`src/rtl/serial_adder_pkg.sv`:
```
// Shared definitions for the bit-serial adder.
//   DEFAULT_WIDTH : default operand/result width (legal range 1..32)
//   state_t       : controller states IDLE / SHIFT / DONE
package serial_adder_pkg;

    localparam int DEFAULT_WIDTH = 8;

    typedef enum logic [1:0] {
        IDLE  = 2'd0,
        SHIFT = 2'd1,
        DONE  = 2'd2
    } state_t;

endpackage

```
`src/rtl/serial_adder_if.sv`:
```
// Request/result bundle of the bit-serial adder.
//   start, a, b            : request side (driven by the master)
//   busy, done, sum, cout  : status/result side (driven by the adder)
interface serial_adder_if
    import serial_adder_pkg::*;
#(
    parameter int WIDTH = DEFAULT_WIDTH
);

    logic             start;
    logic [WIDTH-1:0] a;
    logic [WIDTH-1:0] b;
    logic             busy;
    logic             done;
    logic [WIDTH-1:0] sum;
    logic             cout;

    modport master (
        output start, a, b,
        input  busy, done, sum, cout
    );

    modport slave (
        input  start, a, b,
        output busy, done, sum, cout
    );

endinterface

```
`src/rtl/full_adder.sv`:
```
// Single-bit full adder built from two half adders with the carries ORed.
//   a, b, cin : addend bits and carry in
//   s, co     : sum bit and carry out
module full_adder (
    input  logic a,
    input  logic b,
    input  logic cin,
    output logic s,
    output logic co
);

    logic s0;
    logic c0;
    logic c1;

    half_adder u_ha0 (
        .a (a),
        .b (b),
        .s (s0),
        .c (c0)
    );

    half_adder u_ha1 (
        .a (s0),
        .b (cin),
        .s (s),
        .c (c1)
    );

    assign co = c0 | c1;

endmodule

```
`src/rtl/half_adder.sv`:
```
// Single-bit half adder.
//   a, b : addend bits
//   s    : sum bit
//   c    : carry bit
module half_adder (
    input  logic a,
    input  logic b,
    output logic s,
    output logic c
);

    assign s = a ^ b;
    assign c = a & b;

endmodule

```
`src/rtl/serial_adder.sv`:
```
// Bit-serial adder: adds a+b LSB-first, one bit per clock, through a single
// full-adder cell and a carry flop. One add takes WIDTH SHIFT cycles plus a
// DONE cycle; sum/cout only change when a result completes.
//   clk, rst_n : clock, asynchronous active-low reset
//   bus        : start/a/b request, busy/done/sum/cout result (slave side)
// WIDTH must lie in 1..32.
module serial_adder
    import serial_adder_pkg::*;
#(
    parameter int WIDTH = DEFAULT_WIDTH
) (
    input  logic           clk,
    input  logic           rst_n,
    serial_adder_if.slave  bus
);

    // One extra bit so the counter can hold WIDTH itself (WIDTH=32 needs 6 bits).
    localparam int CW = $clog2(WIDTH) + 1;

    state_t           state;
    logic [WIDTH-1:0] a_sh;
    logic [WIDTH-1:0] b_sh;
    logic [WIDTH-1:0] res_sh;
    logic [WIDTH-1:0] res_next;
    logic [CW-1:0]    cnt;
    logic             carry;
    logic             s_bit;
    logic             c_next;
    logic             busy_q;
    logic             done_q;
    logic [WIDTH-1:0] sum_q;
    logic             cout_q;

    full_adder u_fa (
        .a   (a_sh[0]),
        .b   (b_sh[0]),
        .cin (carry),
        .s   (s_bit),
        .co  (c_next)
    );

    // Result register shifts right, new bit enters at the MSB; written this
    // way so that WIDTH=1 needs no zero-width slice.
    always_comb begin
        res_next            = res_sh >> 1;
        res_next[WIDTH-1]   = s_bit;
    end

    always_ff @(posedge clk or negedge rst_n) begin
        if (!rst_n) begin
            state  <= IDLE;
            a_sh   <= '0;
            b_sh   <= '0;
            res_sh <= '0;
            cnt    <= '0;
            carry  <= 1'b0;
            busy_q <= 1'b0;
            done_q <= 1'b0;
            sum_q  <= '0;
            cout_q <= 1'b0;
        end else begin
            done_q <= 1'b0;
            case (state)
                IDLE: begin
                    if (bus.start) begin
                        a_sh   <= bus.a;
                        b_sh   <= bus.b;
                        carry  <= 1'b0;
                        cnt    <= '0;
                        busy_q <= 1'b1;
                        state  <= SHIFT;
                    end
                end
                SHIFT: begin
                    carry  <= c_next;
                    a_sh   <= a_sh >> 1;
                    b_sh   <= b_sh >> 1;
                    res_sh <= res_next;
                    cnt    <= cnt + 1'b1;
                    // Last bit: publish the finished word straight from the
                    // combinational next value so partial results never show.
                    if (cnt == CW'(WIDTH - 1)) begin
                        sum_q  <= res_next;
                        cout_q <= c_next;
                        done_q <= 1'b1;
                        busy_q <= 1'b0;
                        state  <= DONE;
                    end
                end
                DONE: begin
                    state <= IDLE;
                end
                default: begin
                    state <= IDLE;
                end
            endcase
        end
    end

    assign bus.busy = busy_q;
    assign bus.done = done_q;
    assign bus.sum  = sum_q;
    assign bus.cout = cout_q;

endmodule

```
`src/flat_wrapper.sv`:
```
// flat-port wrapper written by rule: the top's interface ports become plain ports
module serial_adder_flat import serial_adder_pkg::*;
#(
    parameter int WIDTH = DEFAULT_WIDTH
)
  (clk, rst_n, bus_start, bus_a, bus_b, bus_busy, bus_done, bus_sum, bus_cout);
  serial_adder_if #(.WIDTH(WIDTH)) bus_i ();
  input  logic clk;
  input  logic rst_n;
  input wire logic [$bits(bus_i.start)-1:0] bus_start;
  input wire logic [$bits(bus_i.a)-1:0] bus_a;
  input wire logic [$bits(bus_i.b)-1:0] bus_b;
  output wire logic [$bits(bus_i.busy)-1:0] bus_busy;
  output wire logic [$bits(bus_i.done)-1:0] bus_done;
  output wire logic [$bits(bus_i.sum)-1:0] bus_sum;
  output wire logic [$bits(bus_i.cout)-1:0] bus_cout;
  assign bus_i.start = bus_start;
  assign bus_i.a = bus_a;
  assign bus_i.b = bus_b;
  assign bus_busy = bus_i.busy;
  assign bus_done = bus_i.done;
  assign bus_sum = bus_i.sum;
  assign bus_cout = bus_i.cout;
  serial_adder #(.WIDTH(WIDTH)) u_core (.clk(clk), .rst_n(rst_n), .bus(bus_i));
endmodule
```
`config.mk`:
```
export PLATFORM = sky130hd
export DESIGN_NAME = serial_adder_flat
export DESIGN_NICKNAME = d
export VERILOG_FILES = /design/src/rtl/serial_adder_pkg.sv /design/src/rtl/serial_adder_if.sv /design/src/rtl/full_adder.sv /design/src/rtl/half_adder.sv /design/src/rtl/serial_adder.sv /design/src/flat_wrapper.sv
export SDC_FILE = /design/constraint.sdc
export NUM_CORES = 1
export LEC_CHECK = 0
export CORE_MARGIN = 1
export CORE_UTILIZATION = 55
export DETAILED_ROUTE_END_ITERATION = 10
export GPL_ROUTABILITY_DRIVEN = 0
export PLACE_DENSITY = 0.94
export SETUP_SLACK_MARGIN = 0.4
export SYNTH_ARGS = -nofsm -noshare
export SYNTH_HDL_FRONTEND = slang
export SYNTH_SLANG_ARGS = --single-unit
export TNS_END_PERCENT = 20
```
`constraint.sdc`:
```
create_clock -name clk -period 2.3 [get_ports clk]
set_input_delay 0.46 -clock clk [delete_from_list [all_inputs] [get_ports clk]]
set_output_delay 0.46 -clock clk [all_outputs]
set_load 0.005 [all_outputs]
```
Word-level counts from Yosys, hierarchy flattened
Index checks and enable logic that the tools add are counted.
W data, S select, Z words.
{"block": "totals", "reg_bits": 42, "elab_cells": 42}
{"block": "op_classes", "n_addsub": 1, "n_eq_ne": 4, "mux": 16, "bitwise": 5, "reduce_logical": 6}
{"op": "$pmux W8 S2", "count": 2}
{"op": "$mux W8", "count": 2}
{"op": "$pmux W4 S2", "count": 1}
{"op": "$reduce_and A2 Y1", "count": 3}
{"op": "$mux W1", "count": 5}
{"op": "$add A4 B1 Y4 const B", "count": 1}
{"op": "$eq A4 B3 Y1 const B", "count": 1}
{"op": "$mux W2", "count": 2}
{"op": "$mux W4", "count": 1}
{"op": "$pmux W1 S2", "count": 2}
{"op": "$pmux W2 S2", "count": 1}
{"op": "$reduce_and A3 Y1", "count": 1}
{"op": "$and A1 B1 Y1", "count": 2}
{"op": "$eq A2 B1 Y1 const B", "count": 1}
{"op": "$logic_not A2 Y1", "count": 1}
{"op": "$ne A2 B1 Y1 const B", "count": 1}
{"op": "$ne A2 B2 Y1 const B", "count": 1}
{"op": "$reduce_bool A2 Y1", "count": 1}
{"op": "$xor A1 B1 Y1", "count": 2}
{"op": "$or A1 B1 Y1", "count": 1}

Logic depth before layout (Yosys ltp)
{"block": "depth", "ltp_word": 4, "depth_mapped": 6, "ltp_nobuf": 4}

Modules after synthesis
Synthesis repeated with hierarchy kept, for this count alone.
{"block": "unflattened", "hier_cells": 133, "hier_area_um2": 1756.7}
{"module": "serial_adder", "n_inst": 1, "cells_per_inst": 130, "area_per_inst_um2": 1725.4}
{"module": "half_adder", "n_inst": 2, "cells_per_inst": 1, "area_per_inst_um2": 12.5}
{"module": "full_adder", "n_inst": 1, "cells_per_inst": 1, "area_per_inst_um2": 6.3}

Least setup slack after synthesis
No wires, ideal clock.
{"block": "synth_timing", "path_kind": "register to register", "startpoint": "register u_core.cnt[0]", "endpoint": "register u_core.cout_q (netlist: u_core.bus.cout)", "setup_ns": 0.125, "t_arrival_ns": 1.259, "required_time_ns": 2.175, "path_slack_ns": 0.917, "stages_incl_launch_ff": 6, "period_less_slack_ns": 1.383, "cell_sequence": "dfrtp_1 ha_1 nand2_1 nor3_2 buf_6 mux2_2"}
{"block": "synth_via", "elab_chain_cells": 2}
{"item": "from (decl)", "line_no": "serial_adder.sv:25", "rtl": "logic [CW-1:0] cnt;"}
{"item": "from (signal assigned)", "line_no": "serial_adder.sv:79", "rtl": "cnt <= cnt + 1'b1;"}
{"item": "$eq A4 B3 Y1", "line_no": "serial_adder.sv:82", "rtl": "if (cnt == CW'(WIDTH - 1)) begin"}
{"item": "$reduce_and A2 Y1 (no line)"}
{"item": "to (signal assigned)", "line_no": "serial_adder.sv:84", "rtl": "cout_q <= c_next;"}
{"item": "to (decl)", "line_no": "serial_adder.sv:32", "rtl": "logic cout_q;"}
No other way between the ends.
A chain may end at the register's enable or synchronous reset.

Final worst setup path
{"block": "layout_timing", "startpoint": "input bus_start", "endpoint": "register u_core.cnt[3]"}
{"block": "layout_via", "elab_chain_cells": 2}
{"item": "from (decl)", "line_no": "flat_wrapper.sv:10", "rtl": "input wire logic [$bits(bus_i.start)-1:0] bus_start;"}
{"item": "$ne A2 B2 Y1 (no line)"}
{"item": "$reduce_and A2 Y1 (no line)"}
No other way between the ends.

==> run metrics <==
run status finished, final reports clean; clock-pin transition on the worst setup and hold timing paths 0.12 ns; setup_tns 0 ns; Tmin final 1.67 ns; initial antenna violation count 0; vias in the first global route between 1k and 1.5k; worst slew pin tran 0.879 ns; worst-skew pair later-pin latency 0.34 ns; Setup CP Type in2reg; Routed Antenna Nets 0; LEAKAGE 0.974 nW; Area growth syn-to-layout 21.1%; # port buffers 29; DP HPWL 2.55 mm; Syn Inst Count about 170; met2 WL 1.89 mm; r2r setup slk 0.73 ns; Hold/Removal Path Class in2async; Boundary Pins 30; vias per inst 5.66; RR Endpoint u_core.bus.sum[2]$_DFFE_PN0P_; Sink Count 41; WL final 3.52 mm; final hold vios 0; DR top layer met4; max_cap viols 0; total grt overflow 0; number of synthesized register bits between 40 and 50; layout cells sized above 1 between 10% and 20%; most frequent cells in the layout dfrtp_1 (40), nand2_1 (32), clkdlybuf4s50_1 (28); fin cells 241; Netlist cell types 27; unrepaired setup endpoints after global routing false; total number of vias between 1k and 1.5k; Seq/Total Area, Yosys 57.8%; CORE AREA 3050 um^2; PwrDens 1160 nW/um^2; largest net degree at the start of global routing 42; Final nets 219; Antenna Cells 0; R2R cell count 4; Tcrit/Tclk final between 70% and 80%; Synth Net Count between 150 and 200; Total GRT Usage 22.8%; crit-path cells clkdlybuf4s50_1 -> o21bai_1 -> buf_4 -> a22oi_1 -> o31ai_1; Max IR drop VDD 0.523 mV; row cnt 20; Max clock buf depth 2; Max Freq between 500 and 600 MHz; met3 wire length roughly 170 um; Die ar. 3460 um^2; 1st-iter DRT viols 52; Die X 58.8 um; met1 wire length around 1.4 mm; worst r2r src u_core.state[0]$_DFFE_PN0P_; crit end category register; yosys warns 0; TritonCTS clock tree done; worst path arrival time around 1.9 ns; setup bufs post-CTS 0; Critical Path Max Stage Delay a little over 0.7 ns; Die H 58.8 um; # placed instances 235; global-route wire length before repair slightly below 6 mm; # resized after CTS 0; required time worst endpoint 2.51 ns; H-tree lvl count 2; Initial Util 58.2%; Crit Path Max Fanout 12; commonest non-fill, non-tap cell in the layout dfrtp_1; CTS Buf Count 5; startpoint types input port; Util after Layout 70.5%; CTS hold repair buffers 0; Crit-path slowest cell clkdlybuf4s50_1; WL/cell 14.6 um; Slew HR 41.4%; synthesized cell area 1780 um^2; Root Driver clkbuf_4; DRC 0; clock skew about 0.014 ns; Final Max Tran Viols 0; # setup viols final 0; Power Total 2.49 mW; syn_area_per_cell approximately 11 um^2; Initial DRT Pass Iterations 5
-- cell type report --
type / count / area [um^2]
repair buffers: 36 / 338
flip-flops and latches: 41 / 1030
clock buffers: 5 / 37.5
fillers: 259 / 902
inverters: 3 / 11.3
clock inverters: 1 / 5.00
well taps: 44 / 55.1
multi-input cells: 111 / 677
-- how the worst max path moves through the flow --
stage | startpoint | endpoint | cells after the start
2_1_floorplan | u_core.cnt[0]$_DFFE_PN0P_ | u_core.bus.cout$_DFFE_PN0P_ | 5
3_3_place_gp | bus_start | u_core.cnt[3]$_DFFE_PN0P_ | 5
3_5_place_dp | bus_start | u_core.cnt[3]$_DFFE_PN0P_ | 5
4_1_cts | u_core.state[0]$_DFFE_PN0P_ | u_core.bus.sum[4]$_DFFE_PN0P_ | 4
5_1_grt | u_core.bus.sum[5]$_DFFE_PN0P_ | bus_sum[5] | 1
6_report | bus_start | u_core.cnt[3]$_DFFE_PN0P_ | 5
-- metal layers --
layer  track usage (%)  vias up
met5                 0        -
met1              26.2      674
li1                  -      632
met3              5.93        8
met2              40.4       49
met4              8.84        0
-- cell usage after synthesis --
| cell | n | share of area, % |
|---|---|---|
| nand3_1 | 1 | 0.28 |
| and2_1 | 1 | 0.35 |
| buf_4 | 2 | 0.85 |
| nor2_1 | 1 | 0.21 |
| a22o_1 | 2 | 0.99 |
| fa_1 | 1 | 1.1 |
| buf_6 | 1 | 0.63 |
| nand2b_1 | 1 | 0.35 |
| inv_1 | 3 | 0.63 |
| o21ai_0 | 18 | 5.1 |
| o21bai_1 | 1 | 0.42 |
| nand2_1 | 32 | 6.8 |
| and2b_2 | 1 | 0.49 |
| ha_1 | 1 | 0.70 |
| o31ai_1 | 1 | 0.42 |
| nor3_1 | 1 | 0.28 |
| a32o_1 | 1 | 0.56 |
| nor2b_1 | 10 | 3.5 |
| a22oi_1 | 15 | 6.3 |
| dfrtp_1 | 41 | 58 |
| and2b_1 | 1 | 0.42 |
| clkbuf_1 | 4 | 0.85 |
| buf_2 | 4 | 1.1 |
| mux2_2 | 9 | 5.7 |
| a21oi_1 | 11 | 3.1 |
| nor3_2 | 1 | 0.56 |
| nor3b_1 | 1 | 0.42 |
-- per-stage QoR --
stage	setup slack (ns)	hold WS (ns)	area, um^2
after detailed placement	0.302	0.461	2110
after global routing	0.574	0.291	2150
after global placement	0.377	0.457	2110
after floorplan	0.917	0.164	1780
after CTS	0.520	0.255	2150
final	0.628	0.231	2150
-- report_power, final --
group | leakage (nW) | internal (mW) | switching (mW)
Clock | 0.0269 | 0.106 | 0.207
Combinational | 0.416 | 0.497 | 0.445
Sequential | 0.532 | 0.999 | 0.240
-- registers in the layout, summed over array words and instances (netlist names) --
signal           count
u_core.b_sh          8
u_core.carry         1
u_core.state         2
u_core.bus.done      1
u_core.bus.cout      1
u_core.bus.busy      1
u_core.cnt           4
u_core.bus.sum       8
u_core.a_sh          8
u_core.res_sh        7
-- worst max-delay path, delay by kind of cell --
family          cells  cell delay [ns]
buf+inv             2             0.93
compound gates      3             0.49
-- logic make-up after synthesis --
family	share of synthesized area, %
mux	5.71
fa+ha+maj	1.83
flops	57.8
buf+inv	4.09
simple gates	13.7
compound gates	16.9
Note: power is estimated with default switching activity, not from simulation.
